File: src/rtl/ilmem_arb_pkg.sv
// Shared types for the instruction local-memory arbiter: read-tag layout and owner encoding.
package ilmem_arb_pkg;

  localparam logic OWNER_FETCH = 1'b0;
  localparam logic OWNER_DATA  = 1'b1;

  typedef struct packed {
    logic valid;
    logic owner;
  } tag_t;

  // Drop a fetch-owned tag when a fetch abort is active; port-1 tags pass unchanged.
  function automatic tag_t kill_fetch(tag_t t, logic abort);
    tag_t r;
    r = t;
    if (abort && (t.owner == OWNER_FETCH)) begin
      r.valid = 1'b0;
    end
    return r;
  endfunction

endpackage

File: src/rtl/ilmem_tag_pipe.sv
// Fixed-latency {valid, owner} shift register that follows each BRAM read to its response cycle.
module ilmem_tag_pipe
  import ilmem_arb_pkg::*;
#(
  parameter int unsigned READ_LATENCY = 1
) (
  input  logic clk,
  input  logic rst,
  input  logic load_valid,
  input  logic load_owner,
  input  logic clr_fetch,
  output logic out_valid,
  output logic out_owner
);

  tag_t stage_q [READ_LATENCY];
  tag_t stage_d [READ_LATENCY];
  tag_t out_tag;

  always_comb begin
    stage_d[0] = '{valid: load_valid, owner: load_owner};
    for (int i = 1; i < READ_LATENCY; i++) begin
      stage_d[i] = kill_fetch(stage_q[i-1], clr_fetch);
    end
  end

  always_ff @(posedge clk or negedge rst) begin
    if (!rst) begin
      for (int i = 0; i < READ_LATENCY; i++) begin
        stage_q[i] <= '0;
      end
    end else begin
      for (int i = 0; i < READ_LATENCY; i++) begin
        stage_q[i] <= stage_d[i];
      end
    end
  end

  // The abort also masks the entry being presented this very cycle.
  assign out_tag   = kill_fetch(stage_q[READ_LATENCY-1], clr_fetch);
  assign out_valid = out_tag.valid;
  assign out_owner = out_tag.owner;

endmodule

File: src/rtl/ilocal_mem_arbiter.sv
// Two-port arbiter for the single-port instruction BRAM (fetch read-only, port 1 read/write).
// Optional anti-starvation for port 1 is enabled by defining ILMEM_ARB_STARVE_EN.
module ilocal_mem_arbiter
  import ilmem_arb_pkg::*;
#(
  parameter int unsigned READ_LATENCY = 1,
  parameter int unsigned ADDR_W       = 10,
  parameter int unsigned STARVE_LIMIT = 4
) (
  input  logic              clk,
  input  logic              rst,
  input  logic              f_req,
  input  logic [ADDR_W-1:0] f_addr,
  output logic              f_ready,
  input  logic              f_abort,
  output logic              f_rvalid,
  output logic [31:0]       f_rdata,
  input  logic              d_req,
  input  logic              d_we,
  input  logic [3:0]        d_be,
  input  logic [ADDR_W-1:0] d_addr,
  input  logic [31:0]       d_wdata,
  output logic              d_ready,
  output logic              d_rvalid,
  output logic [31:0]       d_rdata,
  output logic              mem_en,
  output logic [3:0]        mem_we,
  output logic [ADDR_W-1:0] mem_addr,
  output logic [31:0]       mem_wdata,
  input  logic [31:0]       mem_rdata
);

  logic force_d;
  logic load_valid;
  logic load_owner;
  logic tag_valid;
  logic tag_owner;

`ifdef ILMEM_ARB_STARVE_EN
  localparam int unsigned CNT_W = $clog2(STARVE_LIMIT + 1);

  logic [CNT_W-1:0] starve_q;
  logic [CNT_W-1:0] starve_d;

  // Qualified by d_req so a stale full count never blocks an uncontended fetch.
  assign force_d = d_req && (starve_q == CNT_W'(STARVE_LIMIT));

  always_comb begin
    starve_d = starve_q;
    if (d_ready || !d_req) begin
      starve_d = '0;
    end else if (f_req && f_ready && (starve_q != CNT_W'(STARVE_LIMIT))) begin
      starve_d = starve_q + CNT_W'(1);
    end
  end

  always_ff @(posedge clk or negedge rst) begin
    if (!rst) begin
      starve_q <= '0;
    end else begin
      starve_q <= starve_d;
    end
  end
`else
  logic unused_starve_limit;
  assign unused_starve_limit = ^STARVE_LIMIT;
  assign force_d = 1'b0;
`endif

  assign f_ready   = f_req & ~force_d;
  assign d_ready   = d_req & (~f_req | force_d);

  assign mem_en    = f_ready | d_ready;
  assign mem_addr  = f_ready ? f_addr : d_addr;
  assign mem_wdata = d_wdata;
  assign mem_we    = (d_ready && d_we) ? d_be : 4'b0000;

  // Aborted fetch grants still read the BRAM, they just never get a tag.
  assign load_valid = (f_ready & ~f_abort) | (d_ready & ~d_we);
  assign load_owner = d_ready ? OWNER_DATA : OWNER_FETCH;

  ilmem_tag_pipe #(
    .READ_LATENCY(READ_LATENCY)
  ) u_tag_pipe (
    .clk       (clk),
    .rst       (rst),
    .load_valid(load_valid),
    .load_owner(load_owner),
    .clr_fetch (f_abort),
    .out_valid (tag_valid),
    .out_owner (tag_owner)
  );

  assign f_rvalid = tag_valid & (tag_owner == OWNER_FETCH);
  assign d_rvalid = tag_valid & (tag_owner == OWNER_DATA);
  assign f_rdata  = mem_rdata;
  assign d_rdata  = mem_rdata;

endmodule

File: config.mk
export PLATFORM = sky130hd
export DESIGN_NAME = ilocal_mem_arbiter
export DESIGN_NICKNAME = d
export VERILOG_FILES = /design/src/rtl/ilmem_arb_pkg.sv /design/src/rtl/ilmem_tag_pipe.sv /design/src/rtl/ilocal_mem_arbiter.sv
export SDC_FILE = /design/constraint.sdc
export NUM_CORES = 1
export LEC_CHECK = 0
export CORE_MARGIN = 8
export CORE_UTILIZATION = 19
export CTS_CLUSTER_DIAMETER = 60
export CTS_CLUSTER_SIZE = 24
export DETAILED_ROUTE_END_ITERATION = 10
export PLACE_DENSITY = 0.89
export SYNTH_ARGS = -nofsm -noshare
export SYNTH_HDL_FRONTEND = slang
export SYNTH_SLANG_ARGS = --single-unit
File: constraint.sdc
create_clock -name clk -period 0.8 [get_ports clk]
set_input_delay 0.08 -clock clk [delete_from_list [all_inputs] [get_ports clk]]
set_output_delay 0.08 -clock clk [all_outputs]
set_load 0.005 [all_outputs]
* Word-level counts from Yosys, hierarchy flattened
Cells that the tools add are included.
Storage, ports and cells: flip-flop bits (word level) 2, bits of input ports 94, output and inout port bits 115
Operators by class: mux-type cells 4, bitwise operators 11, reduce and logical (&&, ||, !) cells 2
Operator list (count):
- two-way mux 10 bit | 1
- AND 1 bit | 5
- two-way mux 4 bit | 1
- inverter 1 bit | 4
- logical AND 1 bit | 2
- two-way mux 1 bit | 2
- OR 1 bit | 2

* Longest topological paths before layout
Gate-level depths: netlist of the first run.
depth in word-level cells 4, mapped depth 2

* Modules after synthesis
A second synthesis of the first run with hierarchy kept.
Second synthesis, totals: cells, all modules 123, area total of the unflattened synthesis 1011.0 um2
Modules (own cells, without submodules):
- ilocal_mem_arbiter | times used 1, cells each 119, area an instance 949.7 um2, seq. area each 0.0 um2
- ilmem_tag_pipe | times used 1, cells each 4, area an instance 61.3 um2, seq. area each 50.0 um2

* Worst setup path after synthesis of the first run
OpenSTA, ideal clock, no wires.
kind register to output, start point reg u_tag_pipe.stage_q (netlist bit u_tag_pipe.out_owner), end point out f_rvalid, arrival time 0.560 ns, data required time 0.720 ns, path slack 0.160 ns, stages on the path, launching flop included 2, path buffers 0, cells stage by stage dfrtp_1 nor3b_1
Between the ends: word-level cells in the longest chain between the ends 4
Ends and longest elaborated chain:
- start, declared | RTL line ilmem_tag_pipe.sv:16 | tag_t stage_q [READ_LATENCY];
- start signal, assigned by index | RTL line ilmem_tag_pipe.sv:34 | stage_q[i] <= stage_d[i];
- inverter 1 bit * | RTL line ilmem_arb_pkg.sv:16, ilocal_mem_arbiter.sv:94
- logical AND 1 bit | RTL line ilmem_arb_pkg.sv:16 | if (abort && (t.owner == OWNER_FETCH)) begin
- two-way mux 1 bit | RTL line ilmem_arb_pkg.sv:16
- AND 1 bit * | RTL line ilocal_mem_arbiter.sv:94 | assign f_rvalid = tag_valid & (tag_owner == OWNER_FETCH);
- end, declared | RTL line ilocal_mem_arbiter.sv:16 | output logic f_rvalid,
Every way passes the cells marked *; elsewhere a longest branch is shown, timed or not.

* Worst setup path after layout of the first run
Same ends and word-level chain as after synthesis.

==> impl_metrics.tcl, run 1 <==
set metrics [dict create \
    status "finished, violations left" \
    violations "negative setup slack" \
    fin_crit_sh 1.27 \
    hold_viol_final 0 \
    final-setup-viol-count 17 \
    fp.coreArea_um2 5110 \
    crit_type "flip-flop to output port" \
    switching_power_mw 0.193 \
    die-area_um2 7860 \
    synth_xor_xnor_area_share 0 \
    grt_max_degree 8 \
    period_needed_ns 1.01 \
    critPathSlowestCell "dfrtp_1" \
    rows 26 \
    antenna_found_initial 0 \
    synthAdderAreaFrac 0 \
    fmax_ghz 0.987 \
    layout_setup_ws_ns -0.213 \
    synth-seq-cells 2 \
    p_leak_nw 0.508 \
    cts_buffers 3 \
    min-delay-path-class "input pin to asynchronous set/reset pin" \
    cp_max_fo 2 \
    io_pins 209 \
    required_ns 0.72 \
    clockBufferDepth 2 \
    tns_ns -1.19 \
    ir_worst_vdd_mv 0.318 \
    rsz0062_at_grt "yes" \
    routed_wl_um 2570 \
    seq_area_frac_synth 0.0499 \
    drc 0 \
    drt_iter0_drc 7 \
    gp_congestion 0.669 \
    worstSetupEndpointType "output port" \
    cts_tree "done" \
    multiInputGateArea_um2 241 \
    grt_util_all_layers 0.0550 \
    final_common_cell "dlygate4sd2_1" \
    synth_compound_area_frac 0.00998 \
    final_area_um2 1010 \
    area_delta_synth_final_pct 0.249 \
    crit_family "flip-flops" \
    grt_pass1_wl_um 3260 \
    intPower_mw 0.732 \
    power_frac_seq 0.121 \
    synth_simple_gate_area_frac 0.0536 \
    mostFrequentLayoutCells "24 x dlygate4sd2_1, 17 x buf_6, 10 x mux2_4" \
    layout-drive-gt1-share 0.585 \
    die_x_um 88.7 \
    vias 504 \
    yosysWarnings 0 \
    synthCells 121 \
    root_buffer "clkbuf_8" \
    worst_path_largest_cell_delay_ns 0.38 \
    switching_share 0.209 \
    n_antenna_cell 0 \
    wire_per_inst_um 16.9 \
    syn-num-nets 215 \
    power.density_nw_per_um2 919 \
    dpl_cell_area_um2 860 \
    syn_area_um2 1000 \
    critPathBufInv 1 \
    fill_cells 564 \
    slew_violations 0 \
    seq_area_um2 50.0 \
    die_y_um 88.7 \
    clock_sinks 2 \
    vias_per_cell 3.32 \
    syn-mean-instance-area_um2 8.29 \
    grt_pass1_vias 618 \
    crit_chain "nor3b_2, buf_2" \
    ctsHoldBuffers 0 \
    arrival_ns 0.93 \
    grt_overflow 0 \
    worst_slew_pin_slew_ns 0.182 \
    clkPwrFrac 0.414 \
    nets 178 \
    synth.distinct_cells 12 \
    portBuffers 48 \
    clk_pin_slew_worst_paths_ns 0.03 \
    synth_top_family_by_area "buffers and inverters" \
    drtAntennaViolNets 0 \
    p_comb_frac 0.465 \
    htreeDepth 1 \
    place_hpwl_um 2000 \
    max_cap_violations 0 \
    start_util 0.196 \
    first_pass_iters 2 \
    holdWs_ns 0.0515 \
    cp-start-kind "flip-flop" \
    synthMuxAreaShare 0.142 \
    slew_headroom 0.878 \
]
-- flip-flops by register name, summed over array words and instances, names as in the netlist --
register	count
u_tag_pipe.out_owner	1
u_tag_pipe.stage_q	1
-- timing repair --
action | CTS | global route
pin swaps | 4 | 4
setup buffers | 3 | 3
gates cloned | 1 | 0
resized for setup | 127 | 6
setup endpoints to repair | 21 | 18
-- cell type report --
type                       instances  area share
timing repair buffer              56       0.575
inverter                           2     0.00746
tap                               70      0.0871
clock buffer                       3      0.0410
multi-input combinational         19       0.240
sequential                         2      0.0498
-- metal layers --
metal / track usage / part of all wire
met5: 0 / 0
met4: 0.0814 / 0.095
met3: 0.0381 / 0.21
met2: 0.0829 / 0.47
met1: 0.0379 / 0.23
-- metrics by stage --
stage / utilization / cells / setup WS [ns] / power (mW)
after CTS: 0.187 / 149 / -0.243 / 0.917
after global placement: 0.168 / 143 / -0.821 / 0.499
after global routing: 0.197 / 152 / -0.242 / 0.976
after detailed placement: 0.168 / 143 / -0.888 / 0.507
final: 0.197 / 152 / -0.213 / 0.925
after floorplan: - / 121 / 0.160 / 0.612
-- power groups by stage --
stage / sequential (mW) / combinational, mW / clock, mW
floorplan: 0.111 / 0.501 / 0
global placement: 0.111 / 0.388 / 0
detailed placement: 0.112 / 0.395 / 0
CTS: 0.112 / 0.409 / 0.396
global route: 0.113 / 0.458 / 0.406
finish: 0.112 / 0.430 / 0.383
-- cell families (layout without fill, tap and decap cells) --
| group | after synthesis | count (layout) |
|---|---|---|
| AND/OR/NAND/NOR | 8 | 8 |
| buffers and inverters | 100 | 61 |
| multiplexers | 10 | 10 |
| AO/OA/AOI/OAI | 1 | 1 |
| flip-flops | 2 | 2 |
-- synth_stat cells --
| master | instances | area, um2 |
|---|---|---|
| a22o_2 | 1 | 10.0 |
| and2_1 | 1 | 6.26 |
| and3_1 | 4 | 25.0 |
| buf_4 | 97 | 728 |
| buf_6 | 1 | 11.3 |
| dfrtp_1 | 2 | 50.1 |
| inv_1 | 2 | 7.51 |
| mux2_2 | 2 | 22.5 |
| mux2_4 | 8 | 120 |
| nor2b_2 | 1 | 8.76 |
| nor3b_1 | 1 | 7.51 |
| or2_2 | 1 | 6.26 |
-- worst paths after layout --
| kind | startpoint | end | cells past startpoint |
|---|---|---|---|
| worst max-delay path | u_tag_pipe.out_owner | f_rvalid | 2 |
| worst min-delay path | rst | u_tag_pipe.out_owner | 1 |
| max in group asynchronous | rst | u_tag_pipe.stage_q[1] | 1 |
| min in group clk | mem_rdata[16] | f_rdata[16] | 0 |
No activity file was read; power rests on OpenSTA's default activity.
==> run 2, diff against run 1 <==
--- a/config.mk
+++ b/config.mk
@@ -5,12 +5,15 @@
 export SDC_FILE = /design/constraint.sdc
 export NUM_CORES = 1
 export LEC_CHECK = 0
+export CELL_PAD_IN_SITES_DETAIL_PLACEMENT = 2
+export CELL_PAD_IN_SITES_GLOBAL_PLACEMENT = 2
 export CORE_MARGIN = 8
-export CORE_UTILIZATION = 19
+export CORE_UTILIZATION = 10
 export CTS_CLUSTER_DIAMETER = 60
 export CTS_CLUSTER_SIZE = 24
 export DETAILED_ROUTE_END_ITERATION = 10
-export PLACE_DENSITY = 0.89
+export PLACE_DENSITY = 0.95
+export SLEW_MARGIN = 15
 export SYNTH_ARGS = -nofsm -noshare
 export SYNTH_HDL_FRONTEND = slang
 export SYNTH_SLANG_ARGS = --single-unit
==> impl_metrics.tcl, run 2 (synthesis gave the netlist of run 1 again) <==
set metrics [dict create \
    layout-drive-gt1-share 0.602 \
    antenna_found_initial 0 \
    grt_pass1_wl_um 3670 \
    max_cap_violations 0 \
    hold_viol_final 0 \
    fmax_ghz 1.06 \
    grt_util_all_layers 0.0389 \
    grt_max_degree 8 \
    fp.coreArea_um2 9770 \
    portBuffers 48 \
    crit_family "flip-flops" \
    required_ns 0.72 \
    nets 179 \
    dpl_cell_area_um2 953 \
    fill_cells 1150 \
    period_needed_ns 0.942 \
    final_area_um2 1080 \
    drc 0 \
    place_inst 208 \
    clockBufferDepth 2 \
    io_pins 209 \
    crit_cells 2 \
    worst_slew_pin_slew_ns 0.216 \
    die_y_um 116 \
    gp_congestion 0.628 \
    area_delta_synth_final_pct 7.86 \
    fin_crit_sh 1.18 \
    worstSetupEndpointType "output port" \
    rows 36 \
    final-setup-viol-count 17 \
    finalPower_mw 0.952 \
    critPathBufInv 1 \
    grt_overflow 0 \
    place_hpwl_um 2290 \
    routed_wl_um 2820 \
    htreeDepth 1 \
    status "finished, violations left" \
    clock_sinks 2 \
    slew_violations 0 \
    rsz0062_at_grt "yes" \
    drt_iter0_drc 6 \
    layout_setup_ws_ns -0.142 \
    crit_type "flip-flop to output port" \
    slew_headroom 0.856 \
    fin_cells 216 \
    cts_buffers 3 \
    power.density_nw_per_um2 880 \
    vias 481 \
    p_leak_nw 0.503 \
    ctsHoldBuffers 0 \
    cts_tree "done" \
    die-area_um2 13500 \
    die_x_um 116 \
    n_antenna_cell 0 \
    postLayoutCoreUtil 0.111 \
    wire_per_inst_um 13.1 \
    vias_per_cell 2.23 \
    start_util 0.103 \
    ir_worst_vdd_mv 0.169 \
    min-delay-path-class "input pin to asynchronous set/reset pin" \
    cp_max_fo 2 \
    arrival_ns 0.86 \
    crit_chain "and2_1, buf_2" \
    clk_pin_slew_worst_paths_ns 0.03 \
    root_buffer "clkbuf_8" \
    violations "negative setup slack" \
    first_pass_iters 2 \
    worst_path_largest_cell_delay_ns 0.37 \
    final_common_cell "dlygate4sd2_1" \
    critPathSlowestCell "dfrtp_1" \
    cp-start-kind "flip-flop" \
    grt_pass1_vias 639 \
    drtAntennaViolNets 0 \
    mostFrequentLayoutCells "26 x dlygate4sd2_1, 18 x buf_6, 10 x mux2_4, 4 x and3_4, 4 x buf_4" \
]
run 2: cell count changes in the layout (fill, tap and decap cells not counted), sizes merged:
cell           delta
buf               +2
clkdlybuf4s15     -1
clkdlybuf4s50     -1
dlygate4sd2       +2
dlymetal6s2s      -1
run 2: through the flow:
| stage | setup slack [ns] | hold WS, ns | TNS (ns) |
|---|---|---|---|
| 2_1_floorplan | 0.160 | -0.216 | 0 |
| 3_3_place_gp | -0.838 | 0.160 | -14.84 |
| 3_5_place_dp | -0.950 | 0.160 | -15.88 |
| 4_1_cts | -0.169 | 0.0262 | -1.00 |
| 5_1_grt | -0.188 | 0.0309 | -1.22 |
| 6_report | -0.142 | 0.0293 | -0.957 |
run 2: area by class of cell:
type | instances | area (um2) | share of cell area
inverter | 2 | 7.51 | 0.00694
tap | 133 | 166 | 0.154
multi-input combinational | 19 | 254 | 0.235
timing repair buffer | 57 | 563 | 0.520
sequential | 2 | 50.0 | 0.0462
clock buffer | 3 | 41.3 | 0.0382
run 2: power breakdown:
group	internal [mW]	total, mW	switching [mW]
clock network	0.319	0.405	0.0864
registers	0.108	0.111	0.00287
logic	0.302	0.436	0.134
run 2: worst max path at each step:
| stage | from | end | slack, ns |
|---|---|---|---|
| after floorplan | u_tag_pipe.out_owner | f_rvalid | 0.16 |
| after CTS | u_tag_pipe.out_owner | f_rvalid | -0.17 |
| final | u_tag_pipe.out_owner | d_rvalid | -0.14 |
| after detailed placement | f_req | mem_we[2] | -0.95 |
| after global routing | u_tag_pipe.out_owner | d_rvalid | -0.19 |
| after global placement | f_req | mem_we[3] | -0.84 |
run 2: routing by layer:
| layer | routed length, um | vias to the layer above | track usage | part of all wire |
|---|---|---|---|---|
| met3 | 331 | 14 | 0.0243 | 0.12 |
| met1 | 658 | 227 | 0.0241 | 0.23 |
| met2 | 1710 | 35 | 0.0690 | 0.61 |
| met5 | 0 | - | 0 | 0 |
| met4 | 118 | 0 | 0.0467 | 0.042 |
| li1 | - | 205 | - | - |
run 2: what timing repair did:
| item | CTS | global route |
|---|---|---|
| gates cloned | 1 | 0 |
| endpoints found under the setup margin | 21 | 16 |
| resized for setup | 134 | 4 |
| pin swaps | 4 | 1 |
| setup buffers | 3 | 1 |
==> run 3, diff against run 2 <==
--- a/config.mk
+++ b/config.mk
@@ -5,6 +5,7 @@
 export SDC_FILE = /design/constraint.sdc
 export NUM_CORES = 1
 export LEC_CHECK = 0
+export ABC_AREA = 1
 export CELL_PAD_IN_SITES_DETAIL_PLACEMENT = 2
 export CELL_PAD_IN_SITES_GLOBAL_PLACEMENT = 2
 export CORE_MARGIN = 8
@@ -17,3 +18,4 @@
 export SYNTH_ARGS = -nofsm -noshare
 export SYNTH_HDL_FRONTEND = slang
 export SYNTH_SLANG_ARGS = --single-unit
+export TNS_END_PERCENT = 20
==> impl_metrics.tcl, run 3 <==
set metrics [dict create \
    layout_setup_ws_ns -0.267 \
    drtAntennaViolNets 0 \
    synthAdderAreaFrac 0 \
    hold_viol_final 0 \
    synth_simple_gate_area_frac 0.167 \
    layout-drive-gt1-share 0.412 \
    grt_util_all_layers 0.0449 \
    grt_pass1_wl_um 4580 \
    dpl_cell_area_um2 955 \
    synthCells 154 \
    syn-num-nets 248 \
    fin_crit_sh 1.33 \
    worst_slew_pin_slew_ns 0.125 \
    fill_cells 1202 \
    crit_chain "inv_2, nand2_2, nand2_2, nor2_2, buf_2" \
    vias 654 \
    slew_violations 0 \
    place_hpwl_um 2580 \
    synthMuxAreaShare 0 \
    cts_buffers 3 \
    tns_ns -0.590 \
    violations "negative setup slack" \
    clock_sinks 2 \
    synth_top_family_by_area "buffers and inverters" \
    critPathLaunch "u_tag_pipe.out_owner" \
    drc 0 \
    area_delta_synth_final_pct 1.88 \
    final_common_cell "nand2_1" \
    rsz0062_at_grt "yes" \
    vias_per_cell 2.58 \
    portBuffers 48 \
    yosysWarnings 0 \
    syn_area_um2 997 \
    max_cap_violations 0 \
    async_flop_share 1.00 \
    clk_pin_slew_worst_paths_ns 0.03 \
    final-setup-viol-count 5 \
    ir_worst_vdd_mv 0.262 \
    grt_overflow 0 \
    place_inst 242 \
    synthFlopType "dfrtp_1" \
    grt_pass1_vias 869 \
    fin_cells 253 \
    holdWs_ns 0.0344 \
    synth_compound_area_frac 0 \
    syn-mean-instance-area_um2 6.48 \
    die_x_um 116 \
    final_area_um2 1020 \
    crit_family "flip-flops" \
    critPathBufInv 2 \
    fmax_ghz 0.937 \
    routed_wl_um 3140 \
    first_pass_iters 3 \
    crit_cells 5 \
    drt_iter0_drc 7 \
    cts_tree "done" \
    synth_edf_count 0 \
    p_leak_nw 0.547 \
    clockBufferDepth 2 \
    slew_headroom 0.916 \
    antenna_found_initial 1 \
    htreeDepth 1 \
    seq_area_frac_synth 0.0502 \
    required_ns 0.72 \
    root_buffer "clkbuf_8" \
    setup.worst_path.end "d_rvalid" \
    crit_type "flip-flop to output port" \
    mostFrequentLayoutCells "31 x nand2_1, 17 x dlygate4sd2_1, 16 x buf_2, 9 x buf_6" \
    start_util 0.102 \
    synth_top_area_frac 0.738 \
    min-delay-path-class "input pin to asynchronous set/reset pin" \
    gp_congestion 0.688 \
    synth_top_cells_by_count "98 x buf_4, 36 x nand2_1, 8 x inv_1, 7 x nor2_1, 2 x dfrtp_1" \
    io_pins 209 \
    power.density_nw_per_um2 876 \
    cp_common_cell "nand2_2" \
    die_y_um 116 \
    synth_xor_xnor_area_share 0 \
    cp_max_fo 2 \
    grt_max_degree 7 \
    die-area_um2 13400 \
    arrival_ns 0.99 \
    fp.coreArea_um2 9730 \
    ys_top_cells_by_area "buf_4 74%, nand2_1 14%, dfrtp_1 5.0%, inv_1 3.0%, nor2_1 2.6%" \
    cp-start-kind "flip-flop" \
    nets 215 \
    synth.distinct_cells 8 \
    status "finished, violations left" \
    worst_path_largest_cell_delay_ns 0.37 \
    worstSetupEndpointType "output port" \
    critPathSlowestCell "dfrtp_1" \
    wire_per_inst_um 12.4 \
    yosysMostFrequentCell "buf_4" \
    synth-seq-cells 2 \
    synth_top_area_cell "buf_4" \
    rows 36 \
    period_needed_ns 1.07 \
]
## run 3: cell types whose count changed in the layout (fill, tap and decap cells not counted), moves of 3 or more
cell             delta
nand2_1            +31
buf_2              +13
mux2_4             -10
buf_6               -9
dlygate4sd2_1       -9
nand2_2             +5
and3_4              -4
dlymetal6s2s_1      +4
inv_1               +4
nor2_2              +4
clkdlybuf4s15_1     +3
clkdlybuf4s50_1     +3
## run 3: how the worst min path moves through the flow
stage          slack (ns)  startpoint                    to
2_1_floorplan       -0.22         rst  u_tag_pipe.out_owner
3_3_place_gp         0.16  d_wdata[0]          mem_wdata[0]
3_5_place_dp         0.16  d_wdata[0]          mem_wdata[0]
4_1_cts              0.03         rst  u_tag_pipe.out_owner
5_1_grt              0.05         rst  u_tag_pipe.out_owner
6_report             0.03         rst  u_tag_pipe.out_owner
## run 3: kinds of logic after synthesis
logic type / count (synthesis)
and+or+nand+nor: 44
DFF: 2
buffers and inverters: 108
## run 3: stage by stage
stage          worst slack (ns)    util  power [mW]
6_report                 -0.267   0.104       0.890
2_1_floorplan             0.156       -       0.594
5_1_grt                  -0.308   0.104       0.945
4_1_cts                  -0.268  0.0999       0.895
3_5_place_dp             -0.790  0.0981       0.525
3_3_place_gp             -0.747  0.0981       0.507
## run 3: repair_timing
action / 4_1_cts / 5_1_grt
endpoints found under the setup margin: 21 / 18
pin swaps: 15 / 5
hold endpoints to repair: 0 / 0
setup buffers: 7 / 1
hold buffers: 0 / 0
resized for setup: 115 / 13
## run 3: final cells by class
| cell class | instances | area, um2 | area share |
|---|---|---|---|
| well taps | 133 | 166 | 0.164 |
| flip-flops and latches | 2 | 50.0 | 0.0493 |
| multi-input cells | 44 | 209 | 0.206 |
| diodes | 1 | 2.50 | 0.00246 |
| clock buffers | 3 | 41.3 | 0.0406 |
| inverters | 9 | 36.3 | 0.0357 |
| repair buffers | 61 | 510 | 0.502 |
## run 3: layer usage
layer / wire, um / share of wire / GRT usage
met4: 208 / 0.066 / 0.0380
met3: 373 / 0.12 / 0.0198
met2: 1580 / 0.50 / 0.0825
met5: 0 / 0 / 0
met1: 977 / 0.31 / 0.0359
## run 3: power breakdown
part | switching, mW | internal, mW
logic | 0.159 | 0.217
registers | 0.00468 | 0.108
clock network | 0.0830 | 0.318
